<file path="config.mk">
export PLATFORM = sky130hd
export DESIGN_NAME = error_accumulator
export DESIGN_NICKNAME = d
export VERILOG_FILES = /design/src/rtl/error_accumulator.sv
export SDC_FILE = /design/constraint.sdc
export NUM_CORES = 1
export LEC_CHECK = 0
export ABC_CLOCK_PERIOD_IN_PS = 8800
export BUFFER_PORTS_ARGS = -buffer_cell sky130_fd_sc_hd__buf_2
export CAP_MARGIN = 5
export CORE_AREA = 4 4 115 117
export CTS_BUF_LIST = sky130_fd_sc_hd__clkbuf_8
export DETAILED_ROUTE_END_ITERATION = 8
export DIE_AREA = 0 0 119 121
export HOLD_SLACK_MARGIN = 0.08
export PLACE_DENSITY_LB_ADDON = 0.2
export SLEW_MARGIN = 20
export SYNTH_ARGS = -nofsm -noshare
export SYNTH_HDL_FRONTEND = slang
export SYNTH_SLANG_ARGS = --single-unit
</file>
<file path="constraint.sdc">
create_clock -name clk_i -period 8.8 [get_ports clk_i]
set_input_delay 1.76 -clock clk_i [delete_from_list [all_inputs] [get_ports clk_i]]
set_output_delay 1.76 -clock clk_i [all_outputs]
set_load 0.1 [all_outputs]
</file>
<file path="src/rtl/error_accumulator.sv">
// ---------------------------------------------------------------------------
// error_accumulator
//
// Streaming scoring stage that sits behind forward_propagation. Each accepted
// (actual, predicted) pair flows through a three-stage pipeline:
//   S1: signed difference and exact-match flag
//   S2: squared difference (always non-negative)
//   S3: saturating add into the running sum of squared error, plus the
//       match counter
// Once ROWS pairs have been accepted and the pipeline has drained, the block
// pulses done_o for one cycle. The totals then hold until the next start.
//
// Ports:
//   clk_i         clock, everything on the rising edge
//   rst_i         synchronous active-high reset
//   start_i       begin a new batch (honoured only in IDLE or DONE)
//   in_valid_i    upstream pair valid
//   in_ready_o    a pair is accepted this cycle when in_valid_i is also high
//   actual_i      label, two's-complement
//   predicted_i   network output, two's-complement
//   sse_o         saturating sum of (actual - predicted)^2
//   correct_o     number of pairs with actual == predicted
//   busy_o        high while collecting or draining a batch
//   done_o        one-cycle pulse, totals are final
//   overflow_o    sticky flag, sse_o saturated during this batch
// ---------------------------------------------------------------------------
module error_accumulator #(
    parameter int ROWS   = 100,
    parameter int DATA_W = 8,
    parameter int ACC_W  = 32,
    parameter int CNT_W  = $clog2(ROWS + 1)
) (
    input  logic              clk_i,
    input  logic              rst_i,
    input  logic              start_i,
    input  logic              in_valid_i,
    output logic              in_ready_o,
    input  logic [DATA_W-1:0] actual_i,
    input  logic [DATA_W-1:0] predicted_i,
    output logic [ACC_W-1:0]  sse_o,
    output logic [CNT_W-1:0]  correct_o,
    output logic              busy_o,
    output logic              done_o,
    output logic              overflow_o
);

    localparam int DIFF_W = DATA_W + 1;
    localparam int SQ_W   = 2 * DIFF_W;
    // The adder is wide enough for either operand plus a carry, so a single
    // check of the bits above ACC_W tells us the true sum overflowed.
    localparam int SUM_W  = ((ACC_W > SQ_W) ? ACC_W : SQ_W) + 1;

    typedef enum logic [1:0] {
        IDLE,
        RUN,
        DRAIN,
        DONE
    } state_e;

    state_e                   state_q, state_d;
    logic [CNT_W-1:0]         acc_cnt_q, acc_cnt_d;

    logic                     s1_valid_q;
    logic signed [DIFF_W-1:0] s1_diff_q, s1_diff_d;
    logic                     s1_match_q;

    logic                     s2_valid_q;
    logic [SQ_W-1:0]          s2_sq_q, s2_sq_d;
    logic                     s2_match_q;

    logic [ACC_W-1:0]         sse_q, sse_d;
    logic [CNT_W-1:0]         correct_q, correct_d;
    logic                     overflow_q, overflow_d;

    logic                     accept;
    logic                     start_ok;
    logic signed [SQ_W-1:0]   diff_ext;
    logic signed [SQ_W-1:0]   prod;
    logic [SUM_W-1:0]         sum_w;

    // Handshake and start qualification. A start is only honoured once the
    // previous batch has fully reported, so it cannot corrupt totals in flight.
    always_comb begin
        in_ready_o = (state_q == RUN) && (acc_cnt_q < CNT_W'(ROWS));
        accept     = in_valid_i && in_ready_o;
        start_ok   = start_i && ((state_q == IDLE) || (state_q == DONE));
        busy_o     = (state_q == RUN) || (state_q == DRAIN);
        done_o     = (state_q == DONE);
    end

    // Next-state logic. DRAIN waits until S1 is empty: the last pair is then
    // sitting in S2 and is accumulated on the very edge that enters DONE.
    always_comb begin
        state_d   = state_q;
        acc_cnt_d = acc_cnt_q;
        case (state_q)
            IDLE: begin
                if (start_i) begin
                    state_d = RUN;
                end
            end
            RUN: begin
                if (accept && (acc_cnt_q == CNT_W'(ROWS - 1))) begin
                    state_d = DRAIN;
                end
            end
            DRAIN: begin
                if (!s1_valid_q) begin
                    state_d = DONE;
                end
            end
            DONE: begin
                state_d = start_i ? RUN : IDLE;
            end
            default: begin
                state_d = IDLE;
            end
        endcase
        if (start_ok) begin
            acc_cnt_d = '0;
        end else if (accept) begin
            acc_cnt_d = acc_cnt_q + CNT_W'(1);
        end
    end

    // Datapath next values: difference, square, and the saturating
    // accumulation. The square of a DIFF_W-bit value is non-negative and fits
    // in SQ_W bits, so the low SQ_W bits of the signed product are exact.
    always_comb begin
        s1_diff_d = $signed({actual_i[DATA_W-1], actual_i})
                  - $signed({predicted_i[DATA_W-1], predicted_i});
        diff_ext  = SQ_W'(s1_diff_q);
        prod      = diff_ext * diff_ext;
        s2_sq_d   = prod;
        sum_w     = SUM_W'(sse_q) + SUM_W'(s2_sq_q);

        sse_d      = sse_q;
        correct_d  = correct_q;
        overflow_d = overflow_q;
        if (start_ok) begin
            sse_d      = '0;
            correct_d  = '0;
            overflow_d = 1'b0;
        end else if (s2_valid_q) begin
            correct_d = correct_q + CNT_W'(s2_match_q);
            if (|sum_w[SUM_W-1:ACC_W]) begin
                sse_d      = '1;
                overflow_d = 1'b1;
            end else begin
                sse_d = sum_w[ACC_W-1:0];
            end
        end
    end

    // State, pipeline and accumulator registers. Reset squashes the pipeline
    // valids so an aborted batch leaves nothing behind to accumulate.
    always_ff @(posedge clk_i) begin
        if (rst_i) begin
            state_q    <= IDLE;
            acc_cnt_q  <= '0;
            s1_valid_q <= 1'b0;
            s1_diff_q  <= '0;
            s1_match_q <= 1'b0;
            s2_valid_q <= 1'b0;
            s2_sq_q    <= '0;
            s2_match_q <= 1'b0;
            sse_q      <= '0;
            correct_q  <= '0;
            overflow_q <= 1'b0;
        end else begin
            state_q    <= state_d;
            acc_cnt_q  <= acc_cnt_d;
            s1_valid_q <= accept;
            if (accept) begin
                s1_diff_q  <= s1_diff_d;
                s1_match_q <= (actual_i == predicted_i);
            end
            s2_valid_q <= s1_valid_q;
            if (s1_valid_q) begin
                s2_sq_q    <= s2_sq_d;
                s2_match_q <= s1_match_q;
            end
            sse_q      <= sse_d;
            correct_q  <= correct_d;
            overflow_q <= overflow_d;
        end
    end

    assign sse_o      = sse_q;
    assign correct_o  = correct_q;
    assign overflow_o = overflow_q;

endmodule
</file>
==> summary.txt, run 1 <==
Outcome
  • Status: finished clean

Clocking
  • CTS tree: built
  • Root Driver: clkbuf_8
  • Inserted Clock Buffers: 9
  • H-tree depth: 3
  • Clock Path Buffers: 2
  • CTS clock-pin slew for the worst setup and hold paths: ~0.090 ns
  • Hold-fix buffers, CTS: 0
  • Clock net sink count: 79
  • Number of post-CTS setup repair buffers: 0
  • Post-CTS resize count: 0
  • Clk_lat worst skew: 0.35 ns

Worst setup path
  • CP Class: flop to flop
  • Worst path arrival time: approximately 5.6 ns
  • Startpoint Class: flop
  • CP max FO: 17
  • CP required: 9.00 ns
  • Crit. End Element: flop

STA
  • Crit path time final: ~5.4 ns
  • Hold Vio Cnt, Final: 0
  • Highest clock rate: roughly 180 MHz
  • Final setup skew: ~0.014 ns
  • Final worst slack: roughly 3.4 ns
  • Count of final max-slew check failures: 0
  • # setup viols final: 0
  • Final period util: ~62%
  • Setup TNS: 0 ns
  • Slew @ Worst Pin: between 0.9 and 1 ns
  • Unrepaired setup endpoints after global routing: false
  • Slew HR: about a third

Global route
  • Vias in the first global route: just over 6,000
  • Largest net degree at the start of global routing: 39
  • Grt total ovfl: 0
  • Tot GR Track Use: between 20% and 30%
  • Initial antenna violation count: 1
  • First-pass GRT wire length: roughly 27,000 um

Power and ir drop
  • Switch share: 40.7%
  • Pleak: around 3.8 nW
  • Logic gate share of total power: 37.9%
  • P_int: 0.000667 W
  • Clock Power Share: 24.8%
  • Maximum vdd drop: around 0.23 mV
  • Psw: 0.000458 W
  • P per Cell Area: 144 nW/um^2
  • Pwr Total: 0.00112 W
  • Seq pwr share: a little under two fifths

Synth
  • YS warnings: 0
  • Top post-synthesis cells by area: dfxtp_1 22%, fa_1 16%, ha_1 13%, inv_1 5.7%, a21oi_1 4.0%
  • Synth Instances: 835
  • Seq cells post-synth: between 70 and 80
  • Synth top area share: 21.9%
  • Syn Nets: a little under 1,000
  • Post-Syn Area: 7230 um^2
  • Number of synthesized flops with an enable pin: 0
  • Sequential element share of the synthesized area: 21.9%
  • Yosys top cell by area: dfxtp_1
  • Async S/R FF share, synth: 0%
  • Post-synth top flop: dfxtp_1
  • Average size of a mapped cell: 8.66 um^2
  • Count of cell types in the netlist: 68

Floorplanning
  • Die width: 119 um
  • Die Span Y: between 100 and 150 um
  • Starting Density: roughly three fifths
  • CORE AREA: ~12,000 um^2
  • Num ports: 63
  • Core Rows: between 40 and 50
  • Die footprint: between 10,000 and 15,000 um^2

Drt
  • ANT nets after route: 0
  • Routed WL: between 15,000 and 20,000 um
  • Drc violations: 0
  • First-pass DRT Iterations: 5
  • Initial drt markers: roughly 300
  • Vias per inst: 5.62
  • Per-cell routed wire length: approximately 15 um
  • Via count: 5,927

Min path
  • Worst hold path type: flop to flop

Place
  • Dpl ws: 3.40 ns
  • Gpl congestion: between 0.9 and 1
  • Hpwl dp: around 12,000 um
  • Buffers added on ports: just over 60

Cells and area
  • Fillers: approximately 1,100
  • Area growth syn-to-layout: 8.27%
  • Layout Nets: approximately 1,000
  • Multi-input logic area: just over 5000 um^2
  • Share of post-route cells with drive strength above 1: 11.5%
  • Reg area: ~1600 um^2
  • Layout Utilization: between 60% and 70%

Job
  • Max Cap Viol: 0
cells by family after synthesis:
group	count (synthesis)	share of synthesized area, %
muxes	10	1.40
xor gates and xnor gates	42	5.09
adders and majority gates	135	29.4
buffers and inverters	144	7.80
and+or+nand+nor	220	15.4
AOI/OAI and AO/OA	205	19.1
DFF	79	21.9
cell type report:
type / instances / area share, %
Inverter: 110 / 5.27
Antenna cell: 1 / 0.0320
Multi-Input combinational cell: 612 / 65.0
Sequential cell: 79 / 20.2
Clock inverter: 6 / 0.879
Tap cell: 172 / 2.75
Clock buffer: 10 / 1.76
Timing Repair Buffer: 64 / 4.16
cells in the final DEF, fill, tap and decap left out, types with 4 or more instances in the layout:
| cell | instances |
|---|---|
| a211o_1 | 4 |
| a211oi_1 | 9 |
| a21boi_0 | 6 |
| a21o_1 | 11 |
| a21oi_1 | 58 |
| a311oi_1 | 8 |
| a31o_2 | 4 |
| a31oi_1 | 13 |
| and2_1 | 25 |
| and3_1 | 11 |
| buf_2 | 62 |
| clkbuf_8 | 10 |
| dfxtp_1 | 79 |
| fa_1 | 58 |
| ha_1 | 77 |
| inv_1 | 110 |
| mux2i_1 | 9 |
| nand2_1 | 58 |
| nand2b_1 | 4 |
| nand3_1 | 13 |
| nand3b_1 | 4 |
| nand4_1 | 11 |
| nor2_1 | 49 |
| nor2b_1 | 10 |
| nor3_1 | 14 |
| o211ai_1 | 4 |
| o21a_1 | 11 |
| o21ai_0 | 43 |
| or2_2 | 4 |
| or3_1 | 5 |
| xnor2_1 | 21 |
| xor2_1 | 21 |
power groups by stage:
stage	combinational, W	clock [W]	sequential, W
floorplan	0.000341	0	0.000425
global placement	0.000420	0	0.000425
detailed placement	0.000429	0	0.000427
CTS	0.000433	0.000288	0.000419
global route	0.000484	0.000303	0.000423
finish	0.000427	0.000279	0.000419
path summary, 6_finish.rpt:
path / cells after the start / slack, ns / endpoint / from
max: 14 / 3.37 / s2_sq_q[16] / s1_diff_q[8]
min: 2 / 0.49 / overflow_o / overflow_o
max reg2reg: 14 / 3.37 / s2_sq_q[16] / s1_diff_q[8]
min reg2reg: 2 / 0.49 / overflow_o / overflow_o
sequential cells by signal (all words and copies together) (netlist names):
signal and cells:
acc_cnt_q 7, correct_o 7, overflow_o 1, s1_diff_q 9, s1_match_q 1, s1_valid_q 1
s2_match_q 1, s2_sq_q 17, s2_valid_q 1, sse_o 32, state_q 2
worst max-delay path: stages, from the launching register on:
cell	delay (ns)
dfxtp_1	0.71
nand2_1	0.24
fa_1	0.67
inv_1	0.15
fa_1	0.57
fa_1	0.44
fa_1	0.49
ha_1	0.31
ha_1	0.24
or2_2	0.32
nor3_1	0.16
o21ai_0	0.18
a2111oi_0	0.48
or4_1	0.19
o311ai_0	0.11
synth_stat cells (9+ instances only):
master and count:
nand4_1 11, mux2i_1 9, nand2_1 58, inv_1 109, xnor2_1 21, nand3_1 13
a211oi_1 9, nor2b_1 10, dfxtp_1 79, nor2_1 49, a31oi_1 13, xor2_1 21
clkbuf_1 26, ha_1 77, nor3_1 14, o21a_1 11, and3_1 11, a21oi_1 58
fa_1 58, o21ai_0 43, a21o_1 11, and2_1 25
through the flow:
stage | cells | hold slack [ns] | instance area [um^2]
detailed placement | 1037 | 0.469 | 7620
CTS | 1053 | 0.492 | 7830
global placement | 1037 | 0.455 | 7620
finish | 1054 | 0.489 | 7830
floorplan | 835 | 0.445 | 7230
global route | 1054 | 0.510 | 7830
routing by layer:
metal / share of wire (%) / track usage, %
met5: 0 / 0
met4: 1.1 / 5.36
met3: 3.1 / 3.50
met2: 50 / 40.6
met1: 46 / 28.6
(Power assumes the default switching activity.)
==> run 2, diff against run 1 <==
- ABC_CLOCK_PERIOD_IN_PS: 8800 -> 4900
- CORE_AREA: 4 4 115 117 -> 4 4 118 120
- DIE_AREA: 0 0 119 121 -> 0 0 122 124
- clock period: 8.8 -> 4.9 ns (I/O delays scaled with it)
==> summary.txt, run 2 (synthesis results as in run 1) <==
Drt
  • Initial drt markers: a little over 300
  • Drc violations: 0
  • Routed WL: roughly 16,000 um
  • Vias per inst: between 5 and 6
  • ANT nets after route: 0
  • First-pass DRT Iterations: 5
  • Per-cell routed wire length: approximately 15 um
  • Via count: ~6,100

Clocking
  • Clock net sink count: between 70 and 80
  • Clk_lat worst skew: roughly 0.36 ns
  • CTS tree: built
  • Root Driver: clkbuf_8
  • H-tree depth: 3
  • Inserted Clock Buffers: 9
  • Clock Path Buffers: 2
  • CTS clock-pin slew for the worst setup and hold paths: 0.08 ns

Power and ir drop
  • P per Cell Area: around 270 nW/um^2
  • Maximum vdd drop: between 0.3 and 0.4 mV
  • Pleak: between 3 and 4 nW

Min path
  • Worst hold path type: flop to flop
  • Worst Hold End: acc_cnt_q[1]
  • WHS Path Cells: 2
  • Min-delay src: acc_cnt_q[1]

Worst setup path
  • Crit. End Element: flop
  • Worst r2r src: s1_diff_q[3]
  • RR Endpoint: s2_sq_q[16]
  • Reg2reg path depth: 15
  • CP required: between 5 and 6 ns
  • CP max FO: 8
  • CP Class: flop to flop
  • Worst path arrival time: 4.97 ns
  • Flop2flop setup slack: between 0.15 and 0.2 ns
  • Startpoint Class: flop

STA
  • Final period util: 96.3%
  • Crit path time final: 4.72 ns
  • # setup viols final: 0
  • Slew @ Worst Pin: ~1.1 ns
  • Count of final max-slew check failures: 0
  • Final setup skew: 0.0116 ns
  • Hold Vio Cnt, Final: 0
  • Highest clock rate: between 200 and 250 MHz
  • Slew HR: 29.4%
  • Final worst slack: roughly 0.18 ns

Floorplanning
  • Die width: approximately 120 um
  • CORE AREA: around 13,000 um^2
  • Die footprint: approximately 15,000 um^2
  • Num ports: 63
  • Core Rows: 42
  • Starting Density: between 50% and 60%
  • Die Span Y: between 100 and 150 um

Cells and area
  • Antenna cell count: 0
  • Most common cell after layout, fill and taps aside: inv_1
  • Leading cell types in the layout, fill and taps excluded: 109 x inv_1, 73 x ha_1, 71 x dfxtp_1
  • Layout Nets: 1,054
  • Max reg flops: 32
  • Fillers: ~1,100
  • Area growth syn-to-layout: 12.6%
  • Share of post-route cells with drive strength above 1: roughly 16%
  • Layout Utilization: about 63%

Global route
  • Vias in the first global route: 6,085
  • Tot GR Track Use: between 20 and 25%
  • Grt total ovfl: 0
  • Initial antenna violation count: 0
  • Largest net degree at the start of global routing: 39
  • First-pass GRT wire length: 27,500 um

Place
  • Dpl ws: -0.100 ns
  • Hpwl dp: 12,800 um
  • Gpl congestion: about 0.9
  • Buffers added on ports: 62

Job
  • Max Cap Viol: 0

Outcome
  • Status: finished clean
-- run 2: cell count changes in the layout (fill, tap and decap cells not counted), sizes merged --
cell / before / now
inv: 111 / 112
clkinv: 4 / 3
bufinv: 1 / 2
clkbuf: 10 / 9
buf: 64 / 87
diode: 1 / 0
-- run 2: critical path, stage by stage (launching register included) --
cell and delay (ns):
dfxtp_2 0.36, buf_4 0.18, inv_1 0.12, nand2_1 0.12, fa_1 0.54, inv_1 0.05
fa_1 0.50, fa_1 0.53, fa_1 0.52, ha_1 0.33, ha_1 0.33, o21ai_1 0.11
a21oi_2 0.22, a2111oi_4 0.09, or4_1 0.50, o311ai_0 0.11
-- run 2: per-stage QoR --
stage	cells	hold slack (ns)	setup TNS [ns]	area, um^2	power [W]
6_report	1080	0.479	0	8140	0.00217
5_1_grt	1080	0.506	-0.0152	8140	0.00231
4_1_cts	1079	0.484	0	8030	0.00215
3_5_place_dp	1063	0.459	-0.100	7790	0.00159
3_3_place_gp	1063	0.459	0	7790	0.00156
2_1_floorplan	835	0.445	0	7230	0.00138
-- run 2: layout make-up --
| class | count | area [um^2] | area share, % |
|---|---|---|---|
| clock buffer | 9 | 124 | 1.52 |
| clock inverter | 7 | 103 | 1.26 |
| inverter | 110 | 413 | 5.07 |
| multi-input combinational | 612 | 5180 | 63.7 |
| sequential | 79 | 1590 | 19.6 |
| tap | 176 | 220 | 2.71 |
| timing repair buffer | 87 | 502 | 6.16 |
-- run 2: where the power goes --
part | total [W] | internal, W | switching, W
clock network | 0.000555 | 0.000294 | 0.000261
registers | 0.000727 | 0.000680 | 0.0000472
logic | 0.000889 | 0.000327 | 0.000562
-- run 2: repair_timing --
| action | CTS | global route |
|---|---|---|
| resized for setup | 7 | 22 |
| buffers inserted | 0 | 1 |
| pin swaps | 1 | 4 |
| endpoints found under the setup margin | 2 | 5 |
| hold buffers | 0 | 0 |
-- run 2: worst max-delay path by stage --
stage	from	end
finish	s1_diff_q[3]	s2_sq_q[16]
global route	s1_diff_q[7]	s2_sq_q[16]
CTS	s1_diff_q[8]	s2_sq_q[16]
global placement	s1_diff_q[2]	s2_sq_q[16]
floorplan	s1_diff_q[1]	s2_sq_q[16]
detailed placement	s1_diff_q[2]	s2_sq_q[16]
-- run 2: routing by layer --
layer  global-route usage, %  vias to the layer above  wire length (um)
met2                    38.5                      175              8000
met4                    7.21                        0               328
met1                    28.9                     2929              7240
met5                       0                        -                 0
met3                    3.22                       30               742
li1                        -                     2999                 -
==> run 3, diff against run 2 <==
- CORE_AREA: 4 4 118 120 -> 4 4 140 142
- DIE_AREA: 0 0 122 124 -> 0 0 144 146
- MAX_ROUTING_LAYER: not set -> met4
==> summary.txt, run 3 (synthesis results as in run 1) <==
Cells and area
  • Final Cell Area: about 8300 um^2
  • Most common cell after layout, fill and taps aside: inv_1
  • Layout Nets: about 1,100
  • Share of post-route cells with drive strength above 1: 17.3%
  • Antenna cell count: 0
  • Max reg flops: 32
  • Fillers: approximately 1,800
  • Leading cell types in the layout, fill and taps excluded: 109 x inv_1, 72 x ha_1, 70 x dfxtp_1
  • Multi-input logic area: between 5000 and 6000 um^2
  • Reg area: between 1500 and 2000 um^2
  • Area growth syn-to-layout: 14.7%
  • Layout Cells excl Fill: about 1,100

Drt
  • Per-cell routed wire length: roughly 14 um
  • Drc violations: 0
  • Routed WL: between 15,000 and 20,000 um
  • ANT nets after route: 0
  • First-pass DRT Iterations: 5
  • Via count: around 5,900
  • Vias per inst: a little over 5
  • Initial drt markers: around 290

Min path
  • Worst hold path type: flop to flop

Clocking
  • Clock Path Buffers: 2
  • CTS tree: built
  • Root Driver: clkbuf_8
  • CTS clock-pin slew for the worst setup and hold paths: roughly 0.080 ns
  • Clock net sink count: between 70 and 80
  • H-tree depth: 3
  • Clk_lat worst skew: around 0.38 ns
  • Hold-fix buffers, CTS: 0
  • Number of post-CTS setup repair buffers: 0
  • Inserted Clock Buffers: 9

Worst setup path
  • CP required: between 5 and 6 ns
  • CP Class: flop to flop
  • Worst setup startpoint: s1_diff_q[1]
  • Startpoint Class: flop
  • Crit. End Element: flop
  • CP max-delay cell: fa_2
  • Crit. path cell count: 15
  • Worst Path Buf+Inv: 2
  • CP max FO: 6
  • Crit-path most repeated cell: fa_1
  • Slowest stage delay, CP: slightly above 0.6 ns
  • Flop2flop setup slack: around 0.22 ns
  • Reg2reg path depth: 15
  • CP Cell Sequence: and2_4, inv_1, fa_1, inv_1, fa_1, fa_1, fa_1, fa_2, ha_4, o21a_1, o31a_1, o21ai_0, or3b_2, nand3_1, a21oi_1
  • RR Endpoint: s2_sq_q[11]
  • Worst r2r src: s1_diff_q[1]
  • CP Capture Point: s2_sq_q[11]
  • Critical path's top delay family: adder cells
  • Worst path arrival time: approximately 4.9 ns

Floorplanning
  • Die footprint: ~21,000 um^2
  • Num ports: between 60 and 70
  • Starting Density: 39.2%
  • Core Rows: 50
  • CORE AREA: approximately 18,000 um^2
  • Die width: between 100 and 150 um
  • Die Span Y: approximately 150 um

Global route
  • Initial antenna violation count: 0
  • Grt total ovfl: 0
  • Largest net degree at the start of global routing: 39
  • Tot GR Track Use: 16.6%
  • Vias in the first global route: about 5,700
  • First-pass GRT wire length: between 20,000 and 30,000 um

Place
  • Buffers added on ports: between 60 and 70
  • Area after DPL: approximately 7900 um^2
  • Gpl congestion: 0.819
  • Hpwl dp: 13,000 um
  • Inst Count DP: 1,123

STA
  • Final setup skew: around 0.012 ns
  • Unrepaired setup endpoints after global routing: false
  • Slew HR: 40.6%
  • Highest clock rate: around 210 MHz
  • Crit path time final: roughly 4.7 ns
  • Hold Vio Cnt, Final: 0
  • Slew @ Worst Pin: 0.889 ns
  • # setup viols final: 0
  • Final period util: 95.5%
  • Count of final max-slew check failures: 0

Outcome
  • Status: finished clean

Power and ir drop
  • Maximum vdd drop: around 0.25 mV
  • Pleak: just under 4 nW
  • P per Cell Area: 272 nW/um^2

Job
  • Max Cap Viol: 0
==> run 3: cell types whose count changed in the layout (fill, tap and decap cells not counted), sizes merged <==
cell,previous run,this run
clkinvlp,0,1
buf,87,88
bufinv,2,4
inv,112,109
==> run 3: repair_timing <==
item	in CTS	in global routing
gates resized for setup	3	38
pin swaps	0	15
endpoints found under the setup margin	1	6
==> run 3: stage by stage <==
step	hold WS [ns]	setup TNS [ns]	setup WS (ns)	power (W)	util, %
final	0.476	0	0.219	0.00226	44.9
after global placement	0.448	-0.00262	-0.00262	0.00158	42.7
after floorplan	0.445	0	0.00437	0.00138	-
after detailed placement	0.456	-0.0907	-0.0907	0.00158	42.7
after CTS	0.478	0	0.0357	0.00225	44.2
after global routing	0.512	0	0.0222	0.00242	44.9
==> run 3: final cells by class <==
type	count	share of cell area, %
Clock inverter	7	1.75
Clock buffer	9	1.49
Sequential cell	79	19.3
Timing Repair Buffer	88	6.14
Multi-Input combinational cell	612	62.8
Inverter	110	4.98
Tap cell	234	3.53
==> run 3: power breakdown <==
part / total [W] / switching, W / leakage, nW / internal [W]
combinational: 0.000869 / 0.000543 / 3.14 / 0.000326
clock: 0.000656 / 0.000264 / 0.130 / 0.000391
sequential: 0.000731 / 0.0000504 / 0.643 / 0.000681
==> run 3: worst min path at each step <==
stage / from / endpoint / slack (ns) / cells after the start
2_1_floorplan: s2_sq_q[2] / s2_sq_q[2] / 0.44 / 2
3_3_place_gp: overflow_o / overflow_o / 0.45 / 2
3_5_place_dp: overflow_o / overflow_o / 0.46 / 2
4_1_cts: acc_cnt_q[1] / acc_cnt_q[1] / 0.48 / 2
5_1_grt: acc_cnt_q[1] / acc_cnt_q[1] / 0.51 / 2
6_report: acc_cnt_q[1] / acc_cnt_q[1] / 0.48 / 2
==> run 3: worst reg2reg max path, delay by kind of cell, from the launching register on <==
family	cells	cell delay (ns)
compound gates	4	0.53
fa+ha+maj	6	2.84
flops	1	0.38
buf+inv	2	0.10
simple gates	3	0.70
==> run 3: per-layer routing <==
metal  share of wire [%]  GRT usage (%)  wire length [um]
met5                   0              -                 0
met4                0.86           3.20               140
met3                 3.0           3.25               482
met2                  46           24.9              7460
met1                  50           23.3              8150
